--- config.mk ---
export PLATFORM = sky130hd
export DESIGN_NAME = branch_predictor
export DESIGN_NICKNAME = d
export VERILOG_FILES = /design/src/rtl/branch_predictor.sv
export SDC_FILE = /design/constraint.sdc
export NUM_CORES = 2
export LEC_CHECK = 0
export CAP_MARGIN = 25
export CELL_PAD_IN_SITES_DETAIL_PLACEMENT = 0
export CELL_PAD_IN_SITES_GLOBAL_PLACEMENT = 2
export CORE_ASPECT_RATIO = 0.9
export CORE_MARGIN = 2
export CORE_UTILIZATION = 44
export CTS_CLUSTER_DIAMETER = 150
export DETAILED_ROUTE_END_ITERATION = 16
export PLACE_DENSITY = 0.92
export SETUP_SLACK_MARGIN = 0.3
export SYNTH_ARGS = -nofsm -noshare
export SYNTH_HDL_FRONTEND = slang
export SYNTH_SLANG_ARGS = --single-unit
--- constraint.sdc ---
create_clock -name clk -period 57 [get_ports clk]
set_input_delay 17.1 -clock clk [delete_from_list [all_inputs] [get_ports clk]]
set_output_delay 17.1 -clock clk [all_outputs]
set_load 0.03 [all_outputs]
--- src/rtl/branch_predictor.sv ---
// Direct-mapped branch target buffer with 2-bit saturating direction counters.
// Lookup is combinational in fetch; resolved branches update the table on the next edge.
module branch_predictor #(
  parameter int IDX_BITS = 4
) (
  input  logic        clk,
  input  logic        reset,
  input  logic        clear,
  input  logic [31:0] pc_f,
  output logic        pred_taken_f,
  output logic [31:0] pred_target_f,
  input  logic        upd_en,
  input  logic [31:0] upd_pc,
  input  logic        upd_taken,
  input  logic [31:0] upd_target,
  input  logic        upd_mispredict,
  output logic [31:0] branch_cnt,
  output logic [31:0] mispred_cnt
);

  localparam int ENTRIES = 1 << IDX_BITS;
  localparam int TAG_W   = 30 - IDX_BITS;

  localparam logic [1:0] CTR_WEAK_NT = 2'b01;
  localparam logic [1:0] CTR_WEAK_T  = 2'b10;

  logic [ENTRIES-1:0] valid_q;
  logic [TAG_W-1:0]   tag_q    [ENTRIES];
  logic [31:0]        target_q [ENTRIES];
  logic [1:0]         ctr_q    [ENTRIES];

  logic [IDX_BITS-1:0] f_idx, u_idx;
  logic [TAG_W-1:0]    f_tag, u_tag;
  logic                f_hit, u_hit;

  assign f_idx = pc_f[IDX_BITS+1:2];
  assign f_tag = pc_f[31:IDX_BITS+2];
  assign u_idx = upd_pc[IDX_BITS+1:2];
  assign u_tag = upd_pc[31:IDX_BITS+2];

  assign f_hit = valid_q[f_idx] && (tag_q[f_idx] == f_tag);
  assign u_hit = valid_q[u_idx] && (tag_q[u_idx] == u_tag);

  // Reads the registered table only, so an update never bypasses into the same-cycle lookup.
  assign pred_taken_f  = f_hit & ctr_q[f_idx][1];
  assign pred_target_f = pred_taken_f ? target_q[f_idx] : pc_f + 32'd4;

  // NOTE: the table arrays sit on the async reset because a defined power-up image is
  // required; this prevents mapping them to RAM macros, which is acceptable at this size.
  always_ff @(posedge clk or posedge reset) begin
    if (reset) begin
      valid_q <= '0;
      for (int i = 0; i < ENTRIES; i++) begin
        tag_q[i]    <= '0;
        target_q[i] <= '0;
        ctr_q[i]    <= CTR_WEAK_NT;
      end
    end else if (clear) begin
      // Clear takes priority over a coincident update; tags and targets are left stale.
      valid_q <= '0;
      for (int i = 0; i < ENTRIES; i++) begin
        ctr_q[i] <= CTR_WEAK_NT;
      end
    end else if (upd_en) begin
      if (u_hit) begin
        if (upd_taken) begin
          target_q[u_idx] <= upd_target;
          if (ctr_q[u_idx] != 2'b11) ctr_q[u_idx] <= ctr_q[u_idx] + 2'd1;
        end else if (ctr_q[u_idx] != 2'b00) begin
          ctr_q[u_idx] <= ctr_q[u_idx] - 2'd1;
        end
      end else if (upd_taken) begin
        valid_q[u_idx]  <= 1'b1;
        tag_q[u_idx]    <= u_tag;
        target_q[u_idx] <= upd_target;
        ctr_q[u_idx]    <= CTR_WEAK_T;
      end
    end
  end

  // Statistics counters saturate rather than wrap so long runs never read as small.
  always_ff @(posedge clk or posedge reset) begin
    if (reset) begin
      branch_cnt  <= '0;
      mispred_cnt <= '0;
    end else if (upd_en) begin
      if (branch_cnt != 32'hFFFF_FFFF) branch_cnt <= branch_cnt + 32'd1;
      if (upd_mispredict && (mispred_cnt != 32'hFFFF_FFFF)) mispred_cnt <= mispred_cnt + 32'd1;
    end
  end

endmodule

Word level (Yosys, flattened, before mapping)
Cells that the tools add are included.
- bits in registers: 1040
- bits in latches: 0
- memory bits (writable): 0
- ROM bits: 0
- bits of input ports: 102
- word-level logic and storage cells: 137
- memories: 0
- add/subtract/negate cells: 5
- multipliers: 0
- divide/modulo/power cells: 0
- $lt $le $gt $ge: 6
- equality and inequality tests: 7
- shifts and indexed selects: 0
- multiplexer cells: 43
- bitwise operators: 9
- reduce and logical (&&, ||, !) cells: 16
- operators by type and width (kind ; count):
    $bwmux 512 ; 1
    $bwmux 416 ; 1
    $mux 32 ; 11
    $bmux 26 s4 ; 2
    $mux 26 ; 5
    $bmux 32 s4 ; 1
    $demux 32 s4 ; 1
    $demux 26 s4 ; 1
    $add 32x1->32 const B ; 2
    $bwmux 32 ; 2
    $mux 16 ; 4
    $ne 32x32->1 const B ; 2
    $eq 26x26->1 ; 2
    $add 32x3->32 const B ; 1
    $or 16x16->16 ; 2
    $and 16x16->16 ; 1
    $bmux 2 s4 ; 2
    $not 16->16 ; 1
    $ge 5x5->1 const B ; 2
    $lt 4x5->1 const B ; 2
    $mux 2 ; 5
    $not 4->5 ; 2
    $bmux 1 s4 ; 2
    $demux 2 s4 ; 1
    other kinds (16) ; 30

Depth between registers and ports, before layout
- depth in word-level cells: 11
- mapped depth: 18
- mapped depth without buffers: 11

Worst setup path before layout
OpenSTA, ideal clock, no wires.
- kind: input to output
- start: input pc_f[3]
- end: output pred_target_f[0]
- arrival time: 21.047 ns
- required time: 39.900 ns
- path slack: 18.853 ns
- cell stages on the path: 12
- buffers on the path: 3
- cells stage by stage: clkbuf_1 -> clkbuf_1 -> clkbuf_1 -> mux4_2 -> mux4_2 -> xnor2_1 -> nand4_1 -> nor4_1 -> nand3_1 -> nor4_1 -> nand2_1 -> nand2_1
- longest elaborated chain between the ends: 8
- elaborated cells between the ends (all ways): 16
- classes of those cells: eq/ne (1); mux (12); bitwise (2); reduce/logical (1)
- ends and longest elaborated chain (element ; RTL line ; text):
    from (decl) ; 9 ; input logic [31:0] pc_f,
    $not 4->5 (not written as such) ; 41, 45 ;
    $bmux 26 s4 ; 41 ; assign f_hit = valid_q[f_idx] && (tag_q[f_idx] == f_tag);
    $mux 26 (not written as such) (2 in a row) ; 41 ;
    $eq 26x26->1 ; 41 ;
    $logic_and 1x1->1 ; 41 ;
    $and 1x1->1 * ; 45 ; assign pred_taken_f = f_hit & ctr_q[f_idx][1];
    net pred_taken_f ; 10 ; output logic pred_taken_f,
    $mux 32 * ; 46 ; assign pred_target_f = pred_taken_f ? target_q[f_idx] : pc_f + 32'd4;
    to (decl) ; 11 ; output logic [31:0] pred_target_f,
Mark *: on every way through the listed nets, which the timed path passes. The rest lies on a longest branch. The select of a mux whose other input is x is not followed.

Worst setup path after layout
- start: input pc_f[2]
- end: output pred_target_f[31]
- longest elaborated chain between the ends: 8
- elaborated cells between the ends (all ways): 17
- classes of those cells: add/sub (1); eq/ne (1); mux (12); bitwise (2); reduce/logical (1)
- ends and longest elaborated chain (element ; RTL line):
    $not 4->5 (not written as such) ; 41, 45, 46
    $bmux 26 s4 ; 41
    $mux 26 (not written as such) (2 in a row) ; 41
    $eq 26x26->1 ; 41
    $logic_and 1x1->1 ; 41
    $and 1x1->1 ; 45
    $mux 32 * ; 46
Every way passes the cells marked *; elsewhere a longest branch is shown, timed or not. The select of a mux whose other input is x is not followed.

==> summary.md <==
| Metric | Value |
|---|---|
| Status | finished, final reports clean |
| Synth cell count leaders | dfrtp_1, mux2_2, mux4_2 |
| All-layer global routing usage | 24.7% |
| Multiplexer share of the synthesized area | 33.6% |
| Met3 routed WL | 12000 um |
| Synth Area in Compound Gates | 4.91% |
| Max layer used | met5 |
| Leak Pwr | 25.9 nW |
| Placed cells | 5341 |
| YS warnings | 0 |
| Final Hold Fails | 0 |
| Post-route ant nets | 0 |
| Clk sinks | 1040 |
| Hold slack final | 0.493 ns |
| Worst-Margin Slew | 1.12 ns |
| Final non-filler cell total | 5550 |
| Clk Latency, worst-skew pair | 0.74 ns |
| Ports | 199 |
| Avg Synthesized Cell Area | 13.6 um^2 |
| Area growth syn-to-layout | 13.2% |
| Achievable clock frequency | 24.9 MHz |
| Die X | 367 um |
| Initial antenna violation count | 14 |
| Switching Power | 0.000510 W |
| Worst setup EP type | output pin |
| Post-CTS setup buffers | 0 |
| Adder-cell share of the synthesized area | 0.120% |
| Startpoint types | input pin |
| Setup_tns | 0 ns |
| Hold Path Class | flip-flop to flip-flop |
| Mapped Area | 0.0523 mm^2 |
| CTS tree | yes |
| Synth area leader | dfrtp_1 |
| Async S/R FF share, synth | 100% |
| # rows | 119 |
| Max Cap Viol | 0 |
| Worst-path clk slew | 0.06 ns |
| EDFF count, synth | 0 |
| Largest fanout on the critical path | 61 |
| Vias in the first global route | 34200 |
| Largest family of logic cells by synthesized area | multiplexers |
| Cells after synthesis | 3852 |
| Power share of the combinational group | 15.7% |
| Initial DRT Pass Iterations | 5 |
| Die Y | 331 um |
| H-tree levels | 3 |
| WL met2 | 68600 um |
| Max_slew headroom | 25.3% |
| Pin count of the biggest net entering global routing | 172 |
| Share of layout cells above drive strength 1 | 35.2% |
| Detailed Route Iter0 Violations | 3092 |
| Drt wl/cell | 26.9 um |
| Final number of setup-violating endpoints | 0 |
| Worst Skew | 0.0601 ns |
| Setup CP Type | input pin to output pin |
| Post-synth top area share | 49.0% |
| Period Utilization, post-route | 70.4% |
| Worst path slowest cell | buf_4 |
| Total wire length | 149000 um |
| Total gr overflow | 0 |
| Seq cells post-synth | 1040 |
| Critical Path, Cell by Cell | buf_8, buf_4, mux4_2, mux4_2, xnor2_1, or3b_2, nor3_1, nand3_4, a21oi_1, clkdlybuf4s50_1 |
| Vias | 33500 |
| Worst path arrival time | 23.02 ns |
| DRC Markers | 0 |
| VDD IR max | 0.0261 mV |
| Synth top area cells | dfrtp_1, mux4_2, mux2_2 |
| CTS Hold Bufs | 0 |
| Int Power | 0.00143 W |
| Pwr Density | 32.8 mW/mm^2 |
| Predominant post-synthesis flop cell | dfrtp_1 |
| Global-route wire length before repair | 225000 um |
| Pre-CTS setup slack | 16.91 ns |
| Power share of the clock group | 38.4% |
| Slowest stage delay, CP | 0.81 ns |
| Post-CTS sizing | 0 |
| Flop pwr share | 45.9% |
| RSZ-0062 raised after global routing | false |
| Worst Path Buf+Inv | 3 |
| Number of distinct library cells after synthesis | 77 |
| Die Footprint | 0.122 mm^2 |
| Setup slack after layout | 16.88 ns |
| Delay-heaviest family, CP | buffers and inverters |
| Inserted Clock Buffers | 110 |
| Via-per-instance ratio | 6.04 |
| Core ar. | 0.117 mm^2 |
| Seq/Total Area, Yosys | 49.8% |
| Maximum clock insertion buffer count | 3 |
| Starting density of the core | 44.5% |
| Pins Over Slew Limit | 0 |
| Period minus WS final | 40.12 ns |
| Switching share of power | 26.3% |
| Root buffer cell | clkbuf_16 |
| Critical path data required time | 39.90 ns |
| Placed wire-length estimate | 88800 um |
| Count leader, synth | dfrtp_1 |
| Final net count | 3993 |
| Met1 Wirelength | 64100 um |
| Post-Synth Simple-Gate Area | 5.72% |
| Cell mode on critical path | mux4_2 |
| Global placer's final weighted congestion | 0.850 |
| Post-synthesis xor/xnor area fraction | 2.33% |
| Port bufs | 196 |
| Syn_nets | 3959 |
| Total Power | 0.00194 W |
==> metal layers <==
layer / GRT usage, % / vias up
met5: 0 / -
met4: 7.23 / 24
met3: 6.92 / 279
met2: 38.1 / 1067
met1: 34.2 / 17800
li1: - / 14300
==> final timing paths <==
kind	start	end	slack, ns	depth (start not counted)
min in group asynchronous	reset	mispred_cnt[3]$_DFFE_PP0P_	16.90	2
worst min-delay path	branch_cnt[11]$_DFFE_PP0P_	branch_cnt[11]$_DFFE_PP0P_	0.49	1
worst max register to register	tag_q[399]$_DFFE_PP0P_	ctr_q[29]$_DFFE_PP0P_	52.34	10
worst min register to register	branch_cnt[11]$_DFFE_PP0P_	branch_cnt[11]$_DFFE_PP0P_	0.49	1
max in group asynchronous	reset	target_q[127]$_DFFE_PP0P_	37.23	5
worst max-delay path	pc_f[2]	pred_target_f[31]	16.88	10
==> cells by family after synthesis <==
logic type | count (synthesis)
AND/OR/NAND/NOR | 655
buffers and inverters | 404
AO/OA/AOI/OAI | 436
multiplexers | 1173
flip-flops | 1040
XOR/XNOR | 139
adder cells (fa/ha/maj) | 5
==> flip-flops by register name, indices dropped and copies added, names as in the netlist <==
register,count
target_q,512
tag_q,416
branch_cnt,32
ctr_q,32
mispred_cnt,32
valid_q,16
==> power groups by stage <==
stage	logic [W]	registers, W	clock network (W)
5_1_grt	0.000329	0.000901	0.000789
3_3_place_gp	0.000297	0.000895	0
6_report	0.000305	0.000890	0.000745
2_1_floorplan	0.000218	0.000893	0
4_1_cts	0.000306	0.000888	0.000757
3_5_place_dp	0.000304	0.000901	0
==> per-stage QoR <==
step / area, um^2 / util (%)
detailed placement: 55300 / 47.0
finish: 59200 / 50.4
CTS: 59000 / 50.2
floorplan: 52300 / -
global placement: 55300 / 47.0
global route: 59200 / 50.4
==> worst register-to-register path, stage by stage (launching register included) <==
cell	delay, ns
dfrtp_1	0.40
mux4_2	0.46
mux2i_1	0.44
nor2_1	0.17
nor4b_2	0.44
nand3_1	0.12
o211ai_1	0.37
nand3b_1	0.72
or4_1	1.05
o22a_1	0.31
o21ai_1	0.09
==> cell usage in the layout, fill, tap and decap left out, types with 43 or more instances in the layout <==
| master | count |
|---|---|
| nand2_1 | 323 |
| inv_1 | 55 |
| clkbuf_16 | 111 |
| o21ai_0 | 271 |
| mux2i_1 | 66 |
| clkdlybuf4s50_1 | 189 |
| xnor2_1 | 88 |
| mux4_2 | 393 |
| dfrtp_1 | 1024 |
| mux2_2 | 703 |
| buf_4 | 64 |
| xor2_1 | 51 |
| nor2_1 | 91 |
| nand3_1 | 73 |
| a21oi_1 | 43 |
==> final cells by class <==
type | instances | area, um^2
fillers | 10000 | 58300
flip-flops and latches | 1040 | 26000
multi-input cells | 2408 | 24500
clock buffers | 169 | 3250
repair buffers | 266 | 2630
well taps | 1573 | 1970
clock inverters | 32 | 523
inverters | 60 | 233
diodes | 2 | 5.00
No activity file was read; power rests on OpenSTA's default activity.
